`config.mk`:
```
export PLATFORM = sky130hd
export DESIGN_NAME = fitness_evaluator
export DESIGN_NICKNAME = d
export VERILOG_FILES = /design/src/rtl/fitness_evaluator.sv
export SDC_FILE = /design/constraint.sdc
export NUM_CORES = 1
export LEC_CHECK = 0
export BUFFER_PORTS_ARGS = -buffer_cell sky130_fd_sc_hd__buf_2
export CORE_ASPECT_RATIO = 0.5
export CORE_UTILIZATION = 56
export DETAILED_ROUTE_END_ITERATION = 7
export PLACE_DENSITY_LB_ADDON = 0.12
export SYNTH_ARGS = -nofsm -noshare
export SYNTH_HDL_FRONTEND = slang
export SYNTH_SLANG_ARGS = --single-unit
export TNS_END_PERCENT = 10
```
`constraint.sdc`:
```
create_clock -name clk -period 4.2 [get_ports clk]
set_clock_uncertainty 0.1 [all_clocks]
set_input_delay 0.63 -clock clk [delete_from_list [all_inputs] [get_ports clk]]
set_output_delay 0.63 -clock clk [all_outputs]
set_load 0.02 [all_outputs]
```
`src/rtl/fitness_evaluator.sv`:
```
// fitness_evaluator
// Scores a candidate chromosome against a reference truth table by counting
// the bits in which they differ (Hamming distance). The comparison is
// serialised into IndividualWidth/BitsPerCycle steps, LSB slice first. The
// running count saturates at the largest value fitnessError can hold.
//
// Timing for a start accepted at edge 0, with N = IndividualWidth/BitsPerCycle:
//   edges 1..N  : one slice is compared and accumulated at each edge
//   edge  N+1   : fitnessFinish rises for one cycle and fitnessError updates
//   edge  N+2   : the earliest edge at which another start is accepted
//
// Ports
//   clk               rising-edge clock
//   rst               synchronous active-low reset
//   fitnessStart      request to evaluate; only sampled while idle
//   fitnessIndividual candidate chromosome, latched when a start is accepted
//   target            reference truth table, latched when a start is accepted
//   fitnessFinish     one-cycle completion pulse (registered)
//   fitnessError      mismatch count of the last completed evaluation (registered)
//   busy              high while an evaluation is in progress (registered)
module fitness_evaluator #(
  parameter int ErrorWidth      = 32,
  parameter int IndividualWidth = 32,
  parameter int BitsPerCycle    = 1
) (
  input  logic                       clk,
  input  logic                       rst,
  input  logic                       fitnessStart,
  input  logic [IndividualWidth-1:0] fitnessIndividual,
  input  logic [IndividualWidth-1:0] target,
  output logic                       fitnessFinish,
  output logic [ErrorWidth-1:0]      fitnessError,
  output logic                       busy
);

  localparam int NumSteps   = IndividualWidth / BitsPerCycle;
  localparam int StepWidth  = (NumSteps > 1) ? $clog2(NumSteps) : 1;
  localparam int CountWidth = $clog2(BitsPerCycle + 1);
  // One guard range above the accumulator so a saturating add never wraps.
  localparam int SumWidth   = ErrorWidth + CountWidth;

  localparam logic [1:0] Idle = 2'd0;
  localparam logic [1:0] Eval = 2'd1;
  localparam logic [1:0] Done = 2'd2;

  localparam logic [StepWidth-1:0]  LastStep = StepWidth'(NumSteps - 1);
  localparam logic [ErrorWidth-1:0] ErrMax   = {ErrorWidth{1'b1}};

  // Number of set bits in one compared slice.
  function automatic logic [CountWidth-1:0] popCount(input logic [BitsPerCycle-1:0] v);
    logic [CountWidth-1:0] cnt;
    cnt = {CountWidth{1'b0}};
    for (int i = 0; i < BitsPerCycle; i++) begin
      cnt = cnt + CountWidth'(v[i]);
    end
    return cnt;
  endfunction

  // Accumulator update that clamps at the all-ones value instead of wrapping.
  function automatic logic [ErrorWidth-1:0] satAdd(input logic [ErrorWidth-1:0] a,
                                                   input logic [CountWidth-1:0] b);
    logic [SumWidth-1:0] sum;
    sum = SumWidth'(a) + SumWidth'(b);
    if (sum > SumWidth'(ErrMax)) begin
      return ErrMax;
    end else begin
      return sum[ErrorWidth-1:0];
    end
  endfunction

  logic [1:0]                 state_r;
  logic [1:0]                 stateNext_s;
  logic [StepWidth-1:0]       stepCount_r;
  logic [ErrorWidth-1:0]      accum_r;
  logic [IndividualWidth-1:0] latchedIndividual_r;
  logic [IndividualWidth-1:0] latchedTarget_r;
  logic                       finish_r;
  logic [ErrorWidth-1:0]      error_r;
  logic                       busy_r;
  logic [IndividualWidth-1:0] diffBits_s;
  logic [BitsPerCycle-1:0]    stepSlice_s;

  // Selects the slice for the current step; an AND-OR mux over constant
  // slice positions keeps every part-select index static.
  always_comb begin
    diffBits_s  = latchedIndividual_r ^ latchedTarget_r;
    stepSlice_s = {BitsPerCycle{1'b0}};
    for (int s = 0; s < NumSteps; s++) begin
      stepSlice_s = stepSlice_s |
                    ({BitsPerCycle{stepCount_r == StepWidth'(s)}} &
                     diffBits_s[s*BitsPerCycle +: BitsPerCycle]);
    end
  end

  // Next-state logic of the IDLE / EVAL / DONE controller.
  always_comb begin
    stateNext_s = state_r;
    case (state_r)
      Idle: begin
        if (fitnessStart) begin
          stateNext_s = Eval;
        end else begin
          stateNext_s = Idle;
        end
      end
      Eval: begin
        if (stepCount_r == LastStep) begin
          stateNext_s = Done;
        end else begin
          stateNext_s = Eval;
        end
      end
      Done:    stateNext_s = Idle;
      default: stateNext_s = Idle;
    endcase
  end

  // State, datapath and registered outputs. The outputs are registered from
  // the current state, so they trail it by one cycle: busy covers edges
  // 1..N+1 and the finish pulse appears in the cycle after DONE.
  always_ff @(posedge clk) begin
    if (!rst) begin
      state_r             <= Idle;
      stepCount_r         <= {StepWidth{1'b0}};
      accum_r             <= {ErrorWidth{1'b0}};
      latchedIndividual_r <= {IndividualWidth{1'b0}};
      latchedTarget_r     <= {IndividualWidth{1'b0}};
      finish_r            <= 1'b0;
      error_r             <= {ErrorWidth{1'b0}};
      busy_r              <= 1'b0;
    end else begin
      state_r  <= stateNext_s;
      busy_r   <= (state_r != Idle);
      finish_r <= (state_r == Done);
      case (state_r)
        Idle: begin
          if (fitnessStart) begin
            latchedIndividual_r <= fitnessIndividual;
            latchedTarget_r     <= target;
            accum_r             <= {ErrorWidth{1'b0}};
            stepCount_r         <= {StepWidth{1'b0}};
          end
        end
        Eval: begin
          accum_r     <= satAdd(accum_r, popCount(stepSlice_s));
          stepCount_r <= stepCount_r + StepWidth'(1);
        end
        Done: begin
          // Only the final sum is published; partial sums never reach the port.
          error_r <= accum_r;
        end
        default: begin
          accum_r <= {ErrorWidth{1'b0}};
        end
      endcase
    end
  end

  assign fitnessFinish = finish_r;
  assign fitnessError  = error_r;
  assign busy          = busy_r;

endmodule
```
==> reports/metrics.yaml <==
status: "finished clean"
pin_count: 101
ctsHtreeMaxLevel: 4
path_buf_inv: 0
placed_cell_area_um2: 6600
synth_ff_type: "dfxtp_1"
fin_nets: 935
ctsHoldBuffers: 0
finalCritPeriodShare: 0.913
clk_path_buf_depth: 2
required_ns: 4.42
route.met2.wl_um: 6450
worst_slack_ns: 0.365
cap_violations: 0
power_frac_seq: 0.429
cts_resized: 0
syn_avg_cell_area_um2: 7.72
root_buffer: "clkbuf_16"
maxSlewViolCount: 0
grt_max_degree: 98
initial_core_util: 0.585
start_kind: "flop"
die_w_um: 149
numCtsBuffers: 17
cp_slowest_cell: "dfxtp_1"
setup_viol: 0
design_area_um2: 7230
ir_worst_vdd_uv: 314
place_ws_ns: 0.450
die_h_um: 75.5
cp_data_arrival_time_ns: 4.06
routed.top_layer: "met4"
initialDrtViolationCount: 448
async_reset_ff_frac: 0
synth_cells: 783
num_vias: 5712
p_sw_frac: 0.239
antenna_found_initial: 0
synth_edf_count: 0
clk_pin_slew_ns: 0.06
crit_path_end_kind: "flop"
clock_latency_ns: 0.42
tns_ns: 0
power_density_nw_per_um2: 441
drtAntennaViolNets: 0
first_global_vias: 4951
grt_pass1_wl_um: 23200
place.gp.congestion: 0.909
postCtsSetupBuffers: 0
synth_area_um2: 6050
fillers: 874
finalHoldViolations: 0
relSlewSlack: 0.322
comb_power_share: 0.073
yosys_warnings: 0
syn_nets: 858
fp.dieArea_um2: 11200
met1_length_um: 6950
p_int_mw: 2.43
cts_tree: "built"
wl_met3_um: 914
slowest_delay_ns: 0.67
first_pass_iters: 5
power_leakage_nw: 2.94
critical_path.max_fanout: 15
p_total_mw: 3.19
tightest_slew_ns: 1.02
synth_seq_cells: 137
viasPerCell: 5.64
grt.total_usage: 0.263
drive_above_1_share: 0.168
routed_wl_um: 14500
core.rowCount: 26
yosysUniqueCellTypes: 52
cts_sinks: 137
antenna_cells: 0
worstSetupPathType: "flop to flop"
wl_per_cell_um: 14.3
clock_power_share: 0.498
hold_class: "input port to flop"
critPathTopFamily: "simple AND/OR/NAND/NOR gates"
switching_power_uw: 762
detailed_place_hpwl_um: 9430
portBuffers: 100
grt.overflow.total: 0
area_delta_synth_final_pct: 19.6
fin_crit_ns: 3.84
drc_errors: 0
core-area_um2: 10300
ys_seq_area_frac: 0.454
crit_chain: "nand2_1, nor2_1, ha_1, a222oi_1, o21ai_0, a2111oi_0, a41oi_1, ha_1, nand3_1, nor2_1, and2_1, a41oi_1, a311oi_1"
grt_setup_unrepaired: "no"
fmax_ghz: 0.261
final_util: 0.699
-- synth_stat cells (3+ instances only) --
| master | number | share of area |
|---|---|---|
| o22ai_1 | 3 | 0.0031 |
| nand2_1 | 233 | 0.14 |
| xor2_1 | 28 | 0.041 |
| a21oi_1 | 115 | 0.095 |
| clkbuf_1 | 44 | 0.027 |
| a31oi_1 | 9 | 0.0093 |
| buf_2 | 3 | 0.0025 |
| dfxtp_1 | 137 | 0.45 |
| a32o_1 | 3 | 0.0050 |
| inv_1 | 13 | 0.0081 |
| xnor2_1 | 5 | 0.0072 |
| buf_1 | 3 | 0.0019 |
| nor3_1 | 5 | 0.0041 |
| ha_1 | 8 | 0.017 |
| and4_1 | 4 | 0.0058 |
| or3_1 | 4 | 0.0041 |
| o21ai_0 | 29 | 0.024 |
| and3_1 | 10 | 0.010 |
| nor4_1 | 6 | 0.0062 |
| a41oi_1 | 3 | 0.0043 |
| mux2i_1 | 3 | 0.0050 |
| nand3_1 | 23 | 0.019 |
| nor2_1 | 31 | 0.019 |
| nand4_1 | 17 | 0.018 |
| a2bb2oi_1 | 3 | 0.0043 |
| o2bb2ai_1 | 5 | 0.0072 |
-- registers in the layout, indices dropped and copies added, names as in the netlist --
register             count
accum_r                 32
state_r                  2
fitnessFinish            1
fitnessError            32
busy                     1
latchedTarget_r         32
stepCount_r              5
latchedIndividual_r     32
-- cells by family after synthesis --
group           Yosys count  share of synthesized area
mux                       4                    0.00869
compound gates          191                      0.181
buf+inv                  64                     0.0410
fa+ha+maj                 8                     0.0166
xor+xnor                 33                     0.0478
flops                   137                      0.454
simple gates            346                      0.251
-- metal layers --
layer,track usage,vias to the layer above
met5,0,-
met4,0.108,0
met3,0.0635,24
met2,0.412,222
met1,0.355,2622
li1,-,2844
-- final timing paths --
path | slack [ns] | cells past startpoint | end | startpoint
min reg2reg | 0.35 | 2 | fitnessError[12] | fitnessError[12]
min | 0.34 | 3 | latchedTarget_r[24] | target[24]
max | 0.36 | 13 | accum_r[22] | stepCount_r[2]
max reg2reg | 0.36 | 13 | accum_r[22] | stepCount_r[2]
-- area by class of cell --
cell class                 count  area, um^2  share of cell area
clock buffer                  19         433              0.0599
timing repair buffer         109         568              0.0786
clock inverter                13         195              0.0270
sequential                   137        2740               0.379
tap                          140         175              0.0242
multi-input combinational    582        3070               0.424
inverter                      13        48.8             0.00675
-- cell usage in the layout (no fill, tap or decap), types with 8 or more instances in the layout --
cell	Yosys	routed
a21oi_1	115	115
xor2_1	28	28
a31oi_1	9	9
o21ai_0	29	29
ha_1	8	8
and3_1	10	10
buf_4	1	9
nor2_1	31	31
inv_1	13	12
nand4_1	17	17
nand2_1	233	232
dfxtp_1	137	137
buf_2	3	100
nand3_1	23	23
clkbuf_16	0	17
-- stage by stage --
step           instances  hold slack [ns]
5_1_grt             1013            0.343
3_3_place_gp         981            0.340
6_report            1013            0.345
3_5_place_dp         981            0.344
4_1_cts             1013            0.338
2_1_floorplan        783            0.337
-- power by group through the flow --
| stage | logic (mW) | clock network [mW] | registers (mW) |
|---|---|---|---|
| 6_report | 0.232 | 1.59 | 1.37 |
| 5_1_grt | 0.259 | 1.66 | 1.37 |
| 3_3_place_gp | 0.227 | 0 | 1.39 |
| 2_1_floorplan | 0.152 | 0 | 1.39 |
| 3_5_place_dp | 0.229 | 0 | 1.40 |
| 4_1_cts | 0.231 | 1.60 | 1.37 |
-- tightest hold or removal path, stage by stage --
cell,delay (ns)
buf_2,0.10
nand2_1,0.04
a21oi_1,0.05
(Power assumes the default switching activity.)
